==> config.mk <==
export PLATFORM = sky130hd
export DESIGN_NAME = mul_issue_ctrl_flat
export DESIGN_NICKNAME = d
export VERILOG_FILES = /design/src/rtl/mul_issue_ctrl_if.sv /design/src/rtl/mul_issue_ctrl.sv /design/src/flat_wrapper.sv
export SDC_FILE = /design/constraint.sdc
export NUM_CORES = 1
export LEC_CHECK = 0
export ABC_AREA = 1
export ABC_CLOCK_PERIOD_IN_PS = 12100
export CORE_ASPECT_RATIO = 1.25
export CORE_UTILIZATION = 23
export DETAILED_ROUTE_END_ITERATION = 6
export GPL_TIMING_DRIVEN = 0
export PLACE_DENSITY = 0.57
export SETUP_SLACK_MARGIN = 0.5
export SYNTH_ARGS = -nofsm -noshare
export SYNTH_HDL_FRONTEND = slang
export SYNTH_SLANG_ARGS = --single-unit
==> constraint.sdc <==
create_clock -name clk -period 12.1 [get_ports clk]
set_clock_uncertainty 0.15 [all_clocks]
set_input_delay 1.21 -clock clk [delete_from_list [all_inputs] [get_ports clk]]
set_output_delay 1.21 -clock clk [all_outputs]
set_load 0.01 [all_outputs]
==> src/rtl/mul_issue_ctrl_if.sv <==
// Handshake and multiplier bus for the execute-stage multiply controller.
// slave = controller side, master = pipeline plus multiplier side.
interface mul_issue_ctrl_if;
    logic        req_valid;
    logic        req_ready;
    logic [2:0]  req_op;
    logic [63:0] req_src1;
    logic [63:0] req_src2;
    logic        flush;
    logic        resp_valid;
    logic        resp_ready;
    logic [63:0] resp_data;
    logic        resp_err;
    logic        mul_valid_in;
    logic [1:0]  mul_signed;
    logic [63:0] mul_multiplicand;
    logic [63:0] mul_multiplier;
    logic        mul_valid_out;
    logic [63:0] mul_result_hi;
    logic [63:0] mul_result_lo;

    modport slave (
        input  req_valid, req_op, req_src1, req_src2,
        input  flush, resp_ready,
        input  mul_valid_out, mul_result_hi, mul_result_lo,
        output req_ready, resp_valid, resp_data, resp_err,
        output mul_valid_in, mul_signed,
        output mul_multiplicand, mul_multiplier
    );

    modport master (
        output req_valid, req_op, req_src1, req_src2,
        output flush, resp_ready,
        output mul_valid_out, mul_result_hi, mul_result_lo,
        input  req_ready, resp_valid, resp_data, resp_err,
        input  mul_valid_in, mul_signed,
        input  mul_multiplicand, mul_multiplier
    );
endinterface

==> src/rtl/mul_issue_ctrl.sv <==
// RV64M multiply issue controller: starts the shared multiplier,
// selects the result half and returns it, with flush and watchdog.
module mul_issue_ctrl #(
    parameter int MUL_LAT = 5,
    parameter int WDOG    = 15
) (
    input logic           clk,
    input logic           rst,
    mul_issue_ctrl_if.slave bus
);
    // A watchdog shorter than the multiplier would kill healthy ops.
    localparam int WLIM = (WDOG > MUL_LAT) ? WDOG : MUL_LAT + 1;
    localparam int WW   = $clog2(WLIM + 1);

    typedef enum logic [1:0] {
        S_IDLE,
        S_BUSY,
        S_DONE,
        S_DRAIN
    } state_t;

    state_t      state_q, state_d;
    logic [2:0]  op_q, op_d;
    logic [63:0] src1_q, src1_d;
    logic [63:0] src2_q, src2_d;
    logic [1:0]  sgn_q, sgn_d;
    logic        start_q, start_d;
    logic [WW-1:0] wdog_q, wdog_d;
    logic [63:0] data_q, data_d;
    logic        err_q, err_d;

    logic        accept;
    logic        legal;
    logic        expired;
    logic [1:0]  sgn_map;
    logic [63:0] result;

    assign accept  = (state_q == S_IDLE) && !bus.flush
                     && bus.req_valid;
    assign legal   = (bus.req_op <= 3'd4);
    assign expired = (wdog_q >= WW'(WLIM - 1));

    // Operand signedness and result-half selection.
    always_comb begin
        sgn_map = 2'b10;
        case (bus.req_op)
            3'd2:    sgn_map = 2'b01;
            3'd3:    sgn_map = 2'b00;
            default: sgn_map = 2'b10;
        endcase
        result = bus.mul_result_hi;
        case (op_q)
            3'd0:    result = bus.mul_result_lo;
            3'd4:    result = {{32{bus.mul_result_lo[31]}},
                               bus.mul_result_lo[31:0]};
            default: result = bus.mul_result_hi;
        endcase
    end

    // Next-state and register updates.
    always_comb begin
        state_d = state_q;
        op_d    = op_q;
        src1_d  = src1_q;
        src2_d  = src2_q;
        sgn_d   = sgn_q;
        start_d = 1'b0;
        wdog_d  = wdog_q;
        data_d  = data_q;
        err_d   = err_q;
        unique case (state_q)
            S_IDLE: begin
                if (accept) begin
                    op_d   = bus.req_op;
                    src1_d = bus.req_src1;
                    src2_d = bus.req_src2;
                    sgn_d  = sgn_map;
                    wdog_d = '0;
                    if (legal) begin
                        start_d = 1'b1;
                        state_d = S_BUSY;
                    end else begin
                        data_d  = '0;
                        err_d   = 1'b1;
                        state_d = S_DONE;
                    end
                end
            end
            S_BUSY: begin
                if (bus.flush) begin
                    wdog_d  = wdog_q + 1'b1;
                    state_d = bus.mul_valid_out ? S_IDLE : S_DRAIN;
                end else if (bus.mul_valid_out) begin
                    data_d  = result;
                    err_d   = 1'b0;
                    state_d = S_DONE;
                end else if (expired) begin
                    data_d  = '0;
                    err_d   = 1'b1;
                    state_d = S_DONE;
                end else begin
                    wdog_d = wdog_q + 1'b1;
                end
            end
            S_DONE: begin
                if (bus.flush || bus.resp_ready) begin
                    err_d   = 1'b0;
                    state_d = S_IDLE;
                end
            end
            S_DRAIN: begin
                if (bus.mul_valid_out || expired) begin
                    state_d = S_IDLE;
                end else begin
                    wdog_d = wdog_q + 1'b1;
                end
            end
        endcase
    end

    // State and datapath registers.
    always_ff @(posedge clk or posedge rst) begin
        if (rst) begin
            state_q <= S_IDLE;
            op_q    <= '0;
            src1_q  <= '0;
            src2_q  <= '0;
            sgn_q   <= '0;
            start_q <= 1'b0;
            wdog_q  <= '0;
            data_q  <= '0;
            err_q   <= 1'b0;
        end else begin
            state_q <= state_d;
            op_q    <= op_d;
            src1_q  <= src1_d;
            src2_q  <= src2_d;
            sgn_q   <= sgn_d;
            start_q <= start_d;
            wdog_q  <= wdog_d;
            data_q  <= data_d;
            err_q   <= err_d;
        end
    end

    assign bus.req_ready        = (state_q == S_IDLE) && !bus.flush;
    assign bus.resp_valid       = (state_q == S_DONE);
    assign bus.resp_data        = data_q;
    assign bus.resp_err         = err_q;
    assign bus.mul_valid_in     = start_q;
    assign bus.mul_signed       = sgn_q;
    assign bus.mul_multiplicand = src1_q;
    assign bus.mul_multiplier   = src2_q;
endmodule

==> src/flat_wrapper.sv <==
// flat-port wrapper written by rule: the top's interface ports become plain ports
module mul_issue_ctrl_flat 
#(
    parameter int MUL_LAT = 5,
    parameter int WDOG    = 15
)
  (clk, rst, bus_req_valid, bus_req_op, bus_req_src1, bus_req_src2, bus_flush, bus_resp_ready, bus_mul_valid_out, bus_mul_result_hi, bus_mul_result_lo, bus_req_ready, bus_resp_valid, bus_resp_data, bus_resp_err, bus_mul_valid_in, bus_mul_signed, bus_mul_multiplicand, bus_mul_multiplier);
  mul_issue_ctrl_if bus_i ();
  input logic clk;
  input logic rst;
  input wire logic [$bits(bus_i.req_valid)-1:0] bus_req_valid;
  input wire logic [$bits(bus_i.req_op)-1:0] bus_req_op;
  input wire logic [$bits(bus_i.req_src1)-1:0] bus_req_src1;
  input wire logic [$bits(bus_i.req_src2)-1:0] bus_req_src2;
  input wire logic [$bits(bus_i.flush)-1:0] bus_flush;
  input wire logic [$bits(bus_i.resp_ready)-1:0] bus_resp_ready;
  input wire logic [$bits(bus_i.mul_valid_out)-1:0] bus_mul_valid_out;
  input wire logic [$bits(bus_i.mul_result_hi)-1:0] bus_mul_result_hi;
  input wire logic [$bits(bus_i.mul_result_lo)-1:0] bus_mul_result_lo;
  output wire logic [$bits(bus_i.req_ready)-1:0] bus_req_ready;
  output wire logic [$bits(bus_i.resp_valid)-1:0] bus_resp_valid;
  output wire logic [$bits(bus_i.resp_data)-1:0] bus_resp_data;
  output wire logic [$bits(bus_i.resp_err)-1:0] bus_resp_err;
  output wire logic [$bits(bus_i.mul_valid_in)-1:0] bus_mul_valid_in;
  output wire logic [$bits(bus_i.mul_signed)-1:0] bus_mul_signed;
  output wire logic [$bits(bus_i.mul_multiplicand)-1:0] bus_mul_multiplicand;
  output wire logic [$bits(bus_i.mul_multiplier)-1:0] bus_mul_multiplier;
  assign bus_i.req_valid = bus_req_valid;
  assign bus_i.req_op = bus_req_op;
  assign bus_i.req_src1 = bus_req_src1;
  assign bus_i.req_src2 = bus_req_src2;
  assign bus_i.flush = bus_flush;
  assign bus_i.resp_ready = bus_resp_ready;
  assign bus_i.mul_valid_out = bus_mul_valid_out;
  assign bus_i.mul_result_hi = bus_mul_result_hi;
  assign bus_i.mul_result_lo = bus_mul_result_lo;
  assign bus_req_ready = bus_i.req_ready;
  assign bus_resp_valid = bus_i.resp_valid;
  assign bus_resp_data = bus_i.resp_data;
  assign bus_resp_err = bus_i.resp_err;
  assign bus_mul_valid_in = bus_i.mul_valid_in;
  assign bus_mul_signed = bus_i.mul_signed;
  assign bus_mul_multiplicand = bus_i.mul_multiplicand;
  assign bus_mul_multiplier = bus_i.mul_multiplier;
  mul_issue_ctrl #(.MUL_LAT(MUL_LAT), .WDOG(WDOG)) u_core (.clk(clk), .rst(rst), .bus(bus_i));
endmodule
==> results.json <==
{
  "fin_util_pct": 38.58,
  "rsz0062_at_grt": "no",
  "crit_chain": "clkdlybuf4s50_1, nor2_1, clkdlybuf4s50_1",
  "rr_worst_depth": 9,
  "hp-class": "flip-flop to flip-flop",
  "timing.rr.start": "u_core.state_q[1]$_DFFE_PP0P_",
  "syn_to_final_growth_pct": 65.40,
  "via_count": 9554,
  "hold_end": "u_core.bus.resp_data[21]$_DFFE_PP0P_",
  "syn_nets": 1488,
  "wl_met3_mm": 2.887,
  "cts_inserted_buffers": 25,
  "synth_area_sq_um": 9333,
  "tightest_slew_ns": 0.7309,
  "grt_pass1_vias": 9889,
  "vdd_drop_max_mv": 0.1460,
  "slew_violations": 0,
  "remaining_drc_errors": 0,
  "layout-drive-gt1-share_pct": 5.858,
  "grt_max_degree": 116,
  "critPathCaptureType": "output port",
  "clk_pin_slew_ns": 0.06,
  "outcome": "finished clean",
  "place_congestion": 0.8094,
  "grt_overflow": 0,
  "cts_resized": 0,
  "cp_max_fo": 6,
  "post_cts_buffers": 0,
  "start_util_pct": 23.32,
  "final_hold_viol_count": 0,
  "synthDistinctLibCells": 28,
  "totalNegativeSetupSlack_ns": 0,
  "path_buf_inv": 2,
  "nets": 1978,
  "cp.arrival_ns": 2.44,
  "holdCritStartpoint": "u_core.bus.resp_data[21]$_DFFE_PP0P_",
  "vias_per_cell": 4.288,
  "core_sq_um": 40010,
  "hold_buffers": 0,
  "cts.sinks": 205,
  "fp.dieH_um": 227.2,
  "crit_type": "input pin to output port",
  "ys_seq_area_share_pct": 54.97,
  "start_kind": "input pin",
  "worst_ep_required_time_ns": 10.74,
  "setup_viol": 0,
  "clock_latency_ns": 0.53,
  "cp_top_family": "buffers and inverters",
  "antenna_left": 0,
  "ios": 463,
  "p_leak_uw": 0.007691,
  "top_layer_used": "met5",
  "r2r_setup_slack_ns": 9.77,
  "max_freq_mhz": 263.1,
  "r2r_end": "u_core.bus.resp_data[13]$_DFFE_PP0P_",
  "ys_seq_elements": 205,
  "htree_levels": 1,
  "antenna_cells": 0,
  "syn_avg_cell_area_sq_um": 7.675,
  "dieArea_sq_um": 41390,
  "powerDensity_nw_per_um2": 239.8,
  "syn_inst": 1216,
  "cpPeakStageDelay_ns": 0.57,
  "antenna_found_initial": 1,
  "num-fill-cells": 4099,
  "core.rowCount": 82,
  "root_buffer": "clkbuf_16",
  "crit_top_cell": "clkdlybuf4s50_1",
  "clockBufferDepth": 3,
  "die_w_um": 182.2,
  "grt_usage_pct": 16.86,
  "wl_per_cell_um": 16.04,
  "wl_mm": 35.75,
  "drtPass1Iterations": 4,
  "cts_tree": "done",
  "maxCapViolCount": 0,
  "holdPathStages": 2,
  "slowest_stage": "clkdlybuf4s50_1",
  "grt_pass1_wl_mm": 54.97,
  "port_buffers": 462,
  "dp_hpwl_mm": 27.13,
  "min_period_ns": 3.801,
  "synth_top_flop_cell": "dfrtp_1",
  "wl_met1_mm": 14.04,
  "period_share_pct": 31.41,
  "wl_met2_mm": 17.68,
  "synth_edf_count": 0,
  "synth_async_sr_flop_share_pct": 100.0,
  "drt_iter0_markers": 383,
  "slew-limit-headroom_pct": 51.27,
  "yosys_warnings": 0
}
kinds of logic (layout without fill, tap and decap cells):
| group | count (synthesis) | in the layout | share of synthesized area, % |
|---|---|---|---|
| adder cells (fa/ha/maj) | 7 | 7 | 0.9384 |
| buffers and inverters | 125 | 633 | 6.140 |
| flip-flops | 205 | 205 | 54.97 |
| AO/OA/AOI/OAI | 50 | 50 | 2.842 |
| AND/OR/NAND/NOR | 829 | 829 | 35.11 |
placed cells by master (no fill, tap or decap), types with 2 or more instances in the layout:
cell type	n
nand2_1	648
clkdlybuf4s50_1	462
dfrtp_1	205
nand3_1	101
nor2_1	70
inv_1	46
o21ai_0	34
clkbuf_1	28
buf_2	25
clkbuf_16	25
buf_4	18
o21ai_1	8
inv_2	7
ha_1	7
a21oi_1	6
clkbuf_8	4
clkinv_2	4
buf_1	3
nor2_2	2
clkinv_1	2
clkinv_4	2
bufinv_16	2
stage by stage:
step	hold slack (ns)	total power (uW)	instances	instance area (sq um)	setup slack, ns
floorplan	0.3191	1959	1216	9333	5.144
global placement	0.3039	2948	2182	14590	1.815
detailed placement	0.3080	2968	2183	14620	8.295
CTS	0.3224	3756	2228	15440	8.293
global route	0.3407	3970	2228	15440	8.253
finish	0.3213	3701	2228	15440	8.299
metal layers:
| layer | global-route usage, % | vias to the layer above |
|---|---|---|
| met4 | 6.045 | 2 |
| met1 | 19.17 | 4438 |
| met2 | 30.12 | 357 |
| met5 | 0 | - |
| met3 | 4.719 | 55 |
| li1 | - | 4702 |
area by class of cell:
class	count	area, sq um	share of cell area (%)
Buffer	69	362.8	2.351
Clock buffer	36	706.9	4.580
Clock inverter	9	106.4	0.6890
Inverter	56	217.7	1.410
Multi-Input combinational cell	886	3630	23.51
Sequential cell	205	5130	33.23
Tap cell	504	630.6	4.085
Timing Repair Buffer	463	4652	30.14
worst max-delay path by stage:
stage / startpoint / cells past startpoint / end / slack [ns]
after floorplan: rst / 1 / u_core.bus.mul_multiplicand[0]$_DFFE_PP0P_ / 5.14
after global placement: rst / 2 / u_core.bus.mul_multiplier[46]$_DFFE_PP0P_ / 1.82
after detailed placement: bus_flush / 3 / bus_req_ready / 8.29
after CTS: bus_flush / 3 / bus_req_ready / 8.29
after global routing: bus_flush / 3 / bus_req_ready / 8.25
final: bus_flush / 3 / bus_req_ready / 8.30
synth_stat cells (2+ instances only):
cell type  number  area (sq um)
o21ai_1         8         40.04
inv_2           7         26.28
nand3_1       101         505.5
a21oi_1         6         30.03
ha_1            7         87.58
nor2_1         70         262.8
clkbuf_1       21         78.83
o21ai_0        34         170.2
buf_1           3         11.26
inv_1          47         176.4
buf_2          25         125.1
dfrtp_1       205          5130
clkinv_1        2         7.510
nand2_1       648          2432
buf_4          18         135.1
nor2_2          2         12.51
registers in the layout, indices dropped and copies added (netlist names):
register,count
u_core.op_q,3
u_core.bus.mul_multiplicand,64
u_core.bus.mul_valid_in,1
u_core.bus.resp_err,1
u_core.state_q,2
u_core.bus.mul_signed,2
u_core.bus.mul_multiplier,64
u_core.bus.resp_data,64
u_core.wdog_q,4
power by group:
group          leakage [uW]  total, uW  internal, uW  switching, uW
Combinational       0.00465       1760           854            910
Sequential          0.00264       1180          1000            182
Clock              0.000402        756           448            307
Total               0.00769       3700          2300           1400
worst reg2reg max path: stages (launching register included):
cell and delay, ns:
dfrtp_1 0.41, inv_1 0.11, ha_1 0.28, nand2_1 0.17, inv_2 0.22, clkbuf_1 0.39, o21ai_0 0.16, nor2_1 0.17
nand3_1 0.10, nand2_1 0.09
Power figures use the tool's default switching activity.
